<file path="src/rtl/approx_mul_pkg.sv">
// approx_mul_pkg: shared constants and the reference approximate-product function
package approx_mul_pkg;
   localparam int   N_STAGES    = 3;
   localparam logic MODE_EXACT  = 1'b0;
   localparam logic MODE_APPROX = 1'b1;
   // Number of pair-vector slots; at least one so zero approximated rows still yield a legal bus
   function automatic int pair_slots(input int l);
      return (l / 2 > 0) ? l / 2 : 1;
   endfunction
   // Approximate product: exact high rows plus OR-merged, truncated low row pairs
   function automatic logic [31:0] approx_mul(input logic [15:0] a, input logic [15:0] b, input int l, input int t);
      logic [31:0] r;
      logic [31:0] bb;
      bb = {16'd0, b};
      r  = (({16'd0, a} >> l) * bb) << l;
      for (int k = 0; k < l; k += 2)
         r = r + ((((bb & {32{a[k]}}) << k) | ((bb & {32{a[k+1]}}) << (k + 1))) & (32'hFFFF_FFFF << t));
      return r;
   endfunction
endpackage

</file>
<file path="src/rtl/approx_mul_pipe_compress.sv">
// approx_pp_compress: OR-merges adjacent approximated multiplier rows into pair vectors, truncated below column T
module approx_pp_compress
   import approx_mul_pkg::*;
#(
   parameter int W = 8,
   parameter int L = 4,
   parameter int T = 6
) (
   input  logic [W-1:0]                      x,
   input  logic [W-1:0]                      y,
   output logic [pair_slots(L)*2*W-1:0]      pv
);
   localparam int PW = 2 * W;
   localparam logic [PW-1:0] KEEP = {PW{1'b1}} << T;
   // One slot per row pair; unused slots stay zero
   always_comb begin
      pv = '0;
      for (int k = 0; k < L / 2; k++)
         pv[k*PW +: PW] = (((PW'(y) & {PW{x[2*k]}}) << (2 * k)) | ((PW'(y) & {PW{x[2*k+1]}}) << (2 * k + 1))) & KEEP;
   end
endmodule

</file>
<file path="src/rtl/approx_mul_pipe.sv">
// approx_mul_pipe: 3-stage exact/approximate unsigned multiplier with valid/ready flow control.
// Define APPROX_MUL_PIPE_ERRSTAT_EN to add the err output and err_sum/op_cnt statistics.
module approx_mul_pipe
   import approx_mul_pkg::*;
#(
   parameter int W = 8,
   parameter int L = 4,
   parameter int T = 6
) (
   input  logic           clk,
   input  logic           rst,
   input  logic           in_valid,
   output logic           in_ready,
   input  logic [W-1:0]   x,
   input  logic [W-1:0]   y,
   input  logic           mode,
   output logic           out_valid,
   input  logic           out_ready,
   output logic [2*W-1:0] z
`ifdef APPROX_MUL_PIPE_ERRSTAT_EN
   ,
   output logic [2*W-1:0] err,
   output logic [31:0]    err_sum,
   output logic [31:0]    op_cnt
`endif
);
   localparam int PW = 2 * W;
   localparam int NP = pair_slots(L);
   logic             stall;
   logic [NP*PW-1:0] pv;
   logic [PW-1:0]    hi, ex, asum;
   logic             v1_q, v1_d, v2_q, v2_d, v3_q, v3_d;
   logic             m1_q, m1_d;
   logic [W-1:0]     x1_q, x1_d, y1_q, y1_d;
   logic [NP*PW-1:0] pv1_q, pv1_d;
   logic [PW-1:0]    hi2_q, hi2_d, as2_q, as2_d, z_q, z_d;

   approx_pp_compress #(.W(W), .L(L), .T(T)) u_compress (
      .x  (x),
      .y  (y),
      .pv (pv)
   );

   assign stall     = v3_q & ~out_ready;
   assign in_ready  = ~stall;
   assign out_valid = v3_q;
   assign z         = z_q;

   // Next state of every stage; the whole pipe freezes while the output is stalled
   always_comb begin
      asum = '0;
      for (int k = 0; k < L / 2; k++)
         asum = asum + pv1_q[k*PW +: PW];
      hi    = ((PW'(x1_q) >> L) * PW'(y1_q)) << L;
      ex    = PW'(x1_q) * PW'(y1_q);
      v1_d  = stall ? v1_q : in_valid;
      x1_d  = stall ? x1_q : x;
      y1_d  = stall ? y1_q : y;
      m1_d  = stall ? m1_q : mode;
      pv1_d = stall ? pv1_q : pv;
      v2_d  = stall ? v2_q : v1_q;
      hi2_d = stall ? hi2_q : (m1_q == MODE_APPROX) ? hi : ex;
      as2_d = stall ? as2_q : (m1_q == MODE_APPROX) ? asum : '0;
      v3_d  = stall ? v3_q : v2_q;
      z_d   = stall ? z_q : hi2_q + as2_q;
   end

   // Stage registers; reset discards anything in flight
   always_ff @(posedge clk or posedge rst) begin
      if (rst) begin
         v1_q  <= 1'b0;
         x1_q  <= '0;
         y1_q  <= '0;
         m1_q  <= 1'b0;
         pv1_q <= '0;
         v2_q  <= 1'b0;
         hi2_q <= '0;
         as2_q <= '0;
         v3_q  <= 1'b0;
         z_q   <= '0;
      end else begin
         v1_q  <= v1_d;
         x1_q  <= x1_d;
         y1_q  <= y1_d;
         m1_q  <= m1_d;
         pv1_q <= pv1_d;
         v2_q  <= v2_d;
         hi2_q <= hi2_d;
         as2_q <= as2_d;
         v3_q  <= v3_d;
         z_q   <= z_d;
      end
   end

`ifdef APPROX_MUL_PIPE_ERRSTAT_EN
   logic          m2_q, m2_d, m3_q, m3_d, take;
   logic [PW-1:0] ex2_q, ex2_d, ex3_q, ex3_d;
   logic [31:0]   err_sum_q, err_sum_d, op_cnt_q, op_cnt_d;
   logic [32:0]   es_sum;

   assign err     = ex3_q - z_q;
   assign err_sum = err_sum_q;
   assign op_cnt  = op_cnt_q;

   // Carry mode and exact product beside the datapath; accumulate saturating statistics per consumed result
   always_comb begin
      m2_d      = stall ? m2_q : m1_q;
      m3_d      = stall ? m3_q : m2_q;
      ex2_d     = stall ? ex2_q : ex;
      ex3_d     = stall ? ex3_q : ex2_q;
      take      = v3_q & out_ready;
      es_sum    = {1'b0, err_sum_q} + 33'(err);
      err_sum_d = !take ? err_sum_q : es_sum[32] ? '1 : es_sum[31:0];
      op_cnt_d  = (take && m3_q == MODE_APPROX && op_cnt_q != '1) ? op_cnt_q + 32'd1 : op_cnt_q;
   end

   // Statistics registers
   always_ff @(posedge clk or posedge rst) begin
      if (rst) begin
         m2_q      <= 1'b0;
         m3_q      <= 1'b0;
         ex2_q     <= '0;
         ex3_q     <= '0;
         err_sum_q <= '0;
         op_cnt_q  <= '0;
      end else begin
         m2_q      <= m2_d;
         m3_q      <= m3_d;
         ex2_q     <= ex2_d;
         ex3_q     <= ex3_d;
         err_sum_q <= err_sum_d;
         op_cnt_q  <= op_cnt_d;
      end
   end
`endif
endmodule

</file>
<file path="config.mk">
export PLATFORM = sky130hd
export DESIGN_NAME = approx_mul_pipe
export DESIGN_NICKNAME = d
export VERILOG_FILES = /design/src/rtl/approx_mul_pkg.sv /design/src/rtl/approx_mul_pipe_compress.sv /design/src/rtl/approx_mul_pipe.sv
export SDC_FILE = /design/constraint.sdc
export NUM_CORES = 1
export LEC_CHECK = 0
export ABC_AREA = 1
export CAP_MARGIN = 20
export CORE_MARGIN = 8
export CORE_UTILIZATION = 35
export DETAILED_ROUTE_END_ITERATION = 6
export DONT_BUFFER_PORTS = 1
export HOLD_SLACK_MARGIN = 0.08
export PLACE_DENSITY = 0.55
export SLEW_MARGIN = 15
export SYNTH_ARGS = -nofsm -noshare
export SYNTH_HDL_FRONTEND = slang
export SYNTH_HIERARCHICAL = 1
export SYNTH_SLANG_ARGS = --single-unit
</file>
<file path="constraint.sdc">
create_clock -name clk -period 3.9 [get_ports clk]
set_input_delay 0.585 -clock clk [delete_from_list [all_inputs] [get_ports clk]]
set_output_delay 0.585 -clock clk [all_outputs]
set_load 0.005 [all_outputs]
</file>
==> metrics.md <==
| Metric | Value |
|---|---|
| Max-cap violation count | `0` |
| Vias in the first global route | `7041` |
| Largest net degree at the start of global routing | `79` |
| Hpwl dp | `16740 µm` |
| CP Max Fanout | `6` |
| Num ports | `39` |
| Post-route ant nets | `0` |
| DR pass1 iterations | `5` |
| Max H-tree Level | `3` |
| Hold Path Class | `in -> async` |
| CTS tree | `built` |
| Die Ht | `173.6 µm` |
| Status | `finished, final reports clean` |
| Period utilization | `99.24%` |
| Top Usage Layer GRT | `met2` |
| Row count | `57` |
| Headroom to the max-slew limit | `45.11%` |
| R2R depth | `21` |
| Die width | `173.6 µm` |
| #FFs+latches synth | `100` |
| Area leader, netlist | `dfrtp_1` |
| Top cells by area, synth | `dfrtp_1, nand2_1, ha_1` |
| RSZ-0062 raised after global routing | `true` |
| Reg-to-reg endpoint | `hi2_q[15]$_DFFE_PP0N_` |
| Primary FF master, synth | `dfrtp_1` |
| RR Startpoint | `x1_q[3]$_DFFE_PP0N_` |
| Global placer's final weighted congestion | `0.8720` |
| Combinational family with the most area after synthesis | `simple AND/OR/NAND/NOR gates` |
| Detailed-route vias per instance | `4.542` |
| Fin. max-slew vios | `0` |
| Num CTS Buffers | `9` |
| CTS sink cnt | `100` |
| Clk_lat worst skew | `0.35 ns` |
| Critical Path RT | `4.15 ns` |
| Critical Path Sink Type | `register` |
| Initial Util | `35.64%` |
| Met1 Use GR | `20.02%` |
| Synth Area in Simple Gates | `27.89%` |
| Critical Path Start | `x1_q[3]$_DFFE_PP0N_` |
| Final #Nets | `1383` |
| Area delta synth->final | `13.59%` |
| Die area | `30140 µm²` |
| Max incr delay on CP | `0.54 ns` |
| CP max-delay cell | `fa_1` |
| Clock Tree Buf Depth | `2` |
| # DRC | `0` |
| Compound-Gate Fraction of Synth Area | `7.067%` |
| Finish-stage setup viols | `0` |
| GR Util met2 | `22.91%` |
| Register area share after synthesis | `28.79%` |
| Gr ovfl total | `0` |
| CORE AREA | `24390 µm²` |
| First-pass GRT wire length | `35710 µm` |
| Critical Path Source Type | `register` |
| Top cell type's share of synthesized area | `28.79%` |
| Initial antenna violation count | `0` |
| ANT cells | `0` |
| Synth warn | `6` |
| Setup_tns | `0 ns` |
| Post-synth top cells | `nand2_1, inv_1, dfrtp_1, ha_1, nand3_1` |
| Distinct cell type count after synthesis | `43` |
| Final Hold Fails | `0` |
| Clock Pin Slew Worst Setup and Hold Paths | `0.07 ns` |
| Post-Syn Instances | `1199` |
| Adder-Cell Fraction of Synth Area | `22.71%` |
| Vias | `7094` |
| IO buf count | `0` |
| Worst Tran Pin Value | `0.8221 ns` |
| Most frequent cell after synthesis | `nand2_1` |
| Setup slack, reg-to-reg | `0.03 ns` |
| Share of layout cells above drive strength 1 | `12.20%` |
| Mux cell area share after synthesis | `0%` |
| Min Tclk post-route | `3.870 ns` |
| Worst Skew | `0.01275 ns` |
| CP cell instances | `nand2_2, inv_2, fa_1, inv_1, fa_1, inv_1, fa_1, inv_2, fa_1, inv_2, ha_4, nand2_4, nor2_4, and2_4, nand2_2, nand3_1, nand2_1, nand3_1, nand2_1, nand2_1, nand2_1` |
| Cell Area, Synth | `8693 µm²` |
| FMAX | `0.2584 GHz` |
| CTS root buf | `clkbuf_16` |
| Syn Area/Cell | `7.250 µm²` |
| Worst setup path endpoint | `hi2_q[15]$_DFFE_PP0N_` |
| Initial DRC count | `375` |
| XOR/XNOR Fraction of Synth Area | `1.209%` |
| Routed WL | `21220 µm` |
| EDFF count, synth | `0` |
| Setup CP Type | `reg -> reg` |
| DR WL/cell | `13.59 µm` |
| Arrival time worst endpoint | `4.12 ns` |
| Post-synth ARST share | `100.0%` |
| GRT Resource Usage Total | `14.40%` |
| Met3 Use GR | `2.832%` |
-- cell families (layout without fill, tap and decap cells) --
logic type | after synthesis | in the layout
and+or+nand+nor | 602 | 602
buffers and inverters | 250 | 266
adders and majority gates | 129 | 129
AOI/OAI and AO/OA | 105 | 105
DFF | 100 | 100
xor gates and xnor gates | 12 | 12
other | 1 | 24
-- layout make-up --
class	count	area, µm²
Fill cell	2597	14520
Multi-Input combinational cell	872	5459
Sequential cell	100	2510
Inverter	189	711.9
Timing Repair Buffer	61	496.7
Tap cell	324	405.4
Clock buffer	10	229.0
Clock inverter	6	62.56
-- routing by layer --
metal	vias to the layer above	routed length [µm]
li1	3719	-
met1	3252	10650
met2	108	9405
met3	15	935
met4	0	231
met5	-	0
-- flip-flops by register name, indices dropped and copies added, names as in the netlist --
register and cells:
pv1_q 32, out_valid 1, hi2_q 16, v1_q 1
v2_q 1, z 16, as2_q 16, x1_q 8
y1_q 8, m1_q 1
-- timing repair --
action | in CTS | in global routing
cloned | 0 | 0
gates resized for setup | 14 | 54
pin swaps | 12 | 29
endpoints found under the setup margin | 7 | 9
hold buffers | 0 | 0
setup buffers | 5 | 10
-- cell usage in the layout (no fill, tap or decap), types with 4 or more instances in the layout --
cell type    n
nand2_1    443
inv_1      176
dfrtp_1     94
ha_1        73
buf_4       55
nor2_1      53
nand3_1     53
fa_1        45
a21oi_1     41
o21ai_0     24
conb_1      24
nand2_2     16
inv_2       12
nand4_1     10
xnor2_1      9
clkbuf_16    9
ha_4         8
a31oi_1      6
a21oi_2      6
o21ai_1      6
nand3b_1     6
dfrtp_2      6
buf_6        5
nand2_4      4
a21o_1       4
nand3_2      4
-- metrics by stage --
step,setup WS [ns],instances,cell area (µm²),utilization (%),hold WS (ns)
6_report,0.02981,1562,9874,40.48,0.1200
5_1_grt,-0.1807,1562,9874,40.48,0.1414
4_1_cts,0.01176,1551,9570,39.24,0.3217
3_5_place_dp,-0.1542,1530,9186,37.66,0.4542
3_3_place_gp,-0.1230,1530,9186,37.66,0.4589
2_1_floorplan,0.01128,1222,8808,-,0.4400
-- worst min path at each step --
| stage | end | slack [ns] | cells past startpoint | startpoint |
|---|---|---|---|---|
| 3_3_place_gp | out_valid$_DFFE_PP0N_ | 0.46 | 1 | v2_q$_DFFE_PP0N_ |
| 3_5_place_dp | out_valid$_DFFE_PP0N_ | 0.45 | 1 | v2_q$_DFFE_PP0N_ |
| 2_1_floorplan | out_valid$_DFFE_PP0N_ | 0.44 | 1 | v2_q$_DFFE_PP0N_ |
| 5_1_grt | pv1_q[7]$_DFFE_PP0N_ | 0.14 | 1 | rst |
| 4_1_cts | y1_q[2]$_DFFE_PP0N_ | 0.32 | 2 | y[2] |
| 6_report | y1_q[5]$_DFFE_PP0N_ | 0.12 | 1 | rst |
-- critical path: cells and delay by family, from the launching register on --
kind                     cells  cell delay, ns
adder cells (fa/ha/maj)      5            2.31
AND/OR/NAND/NOR             11            0.80
flip-flops                   1            0.46
buffers and inverters        5            0.23
Power is left out: the tool's default activity adds up to more than one toggle a clock period on the data nets, which glitch-free logic cannot reach.
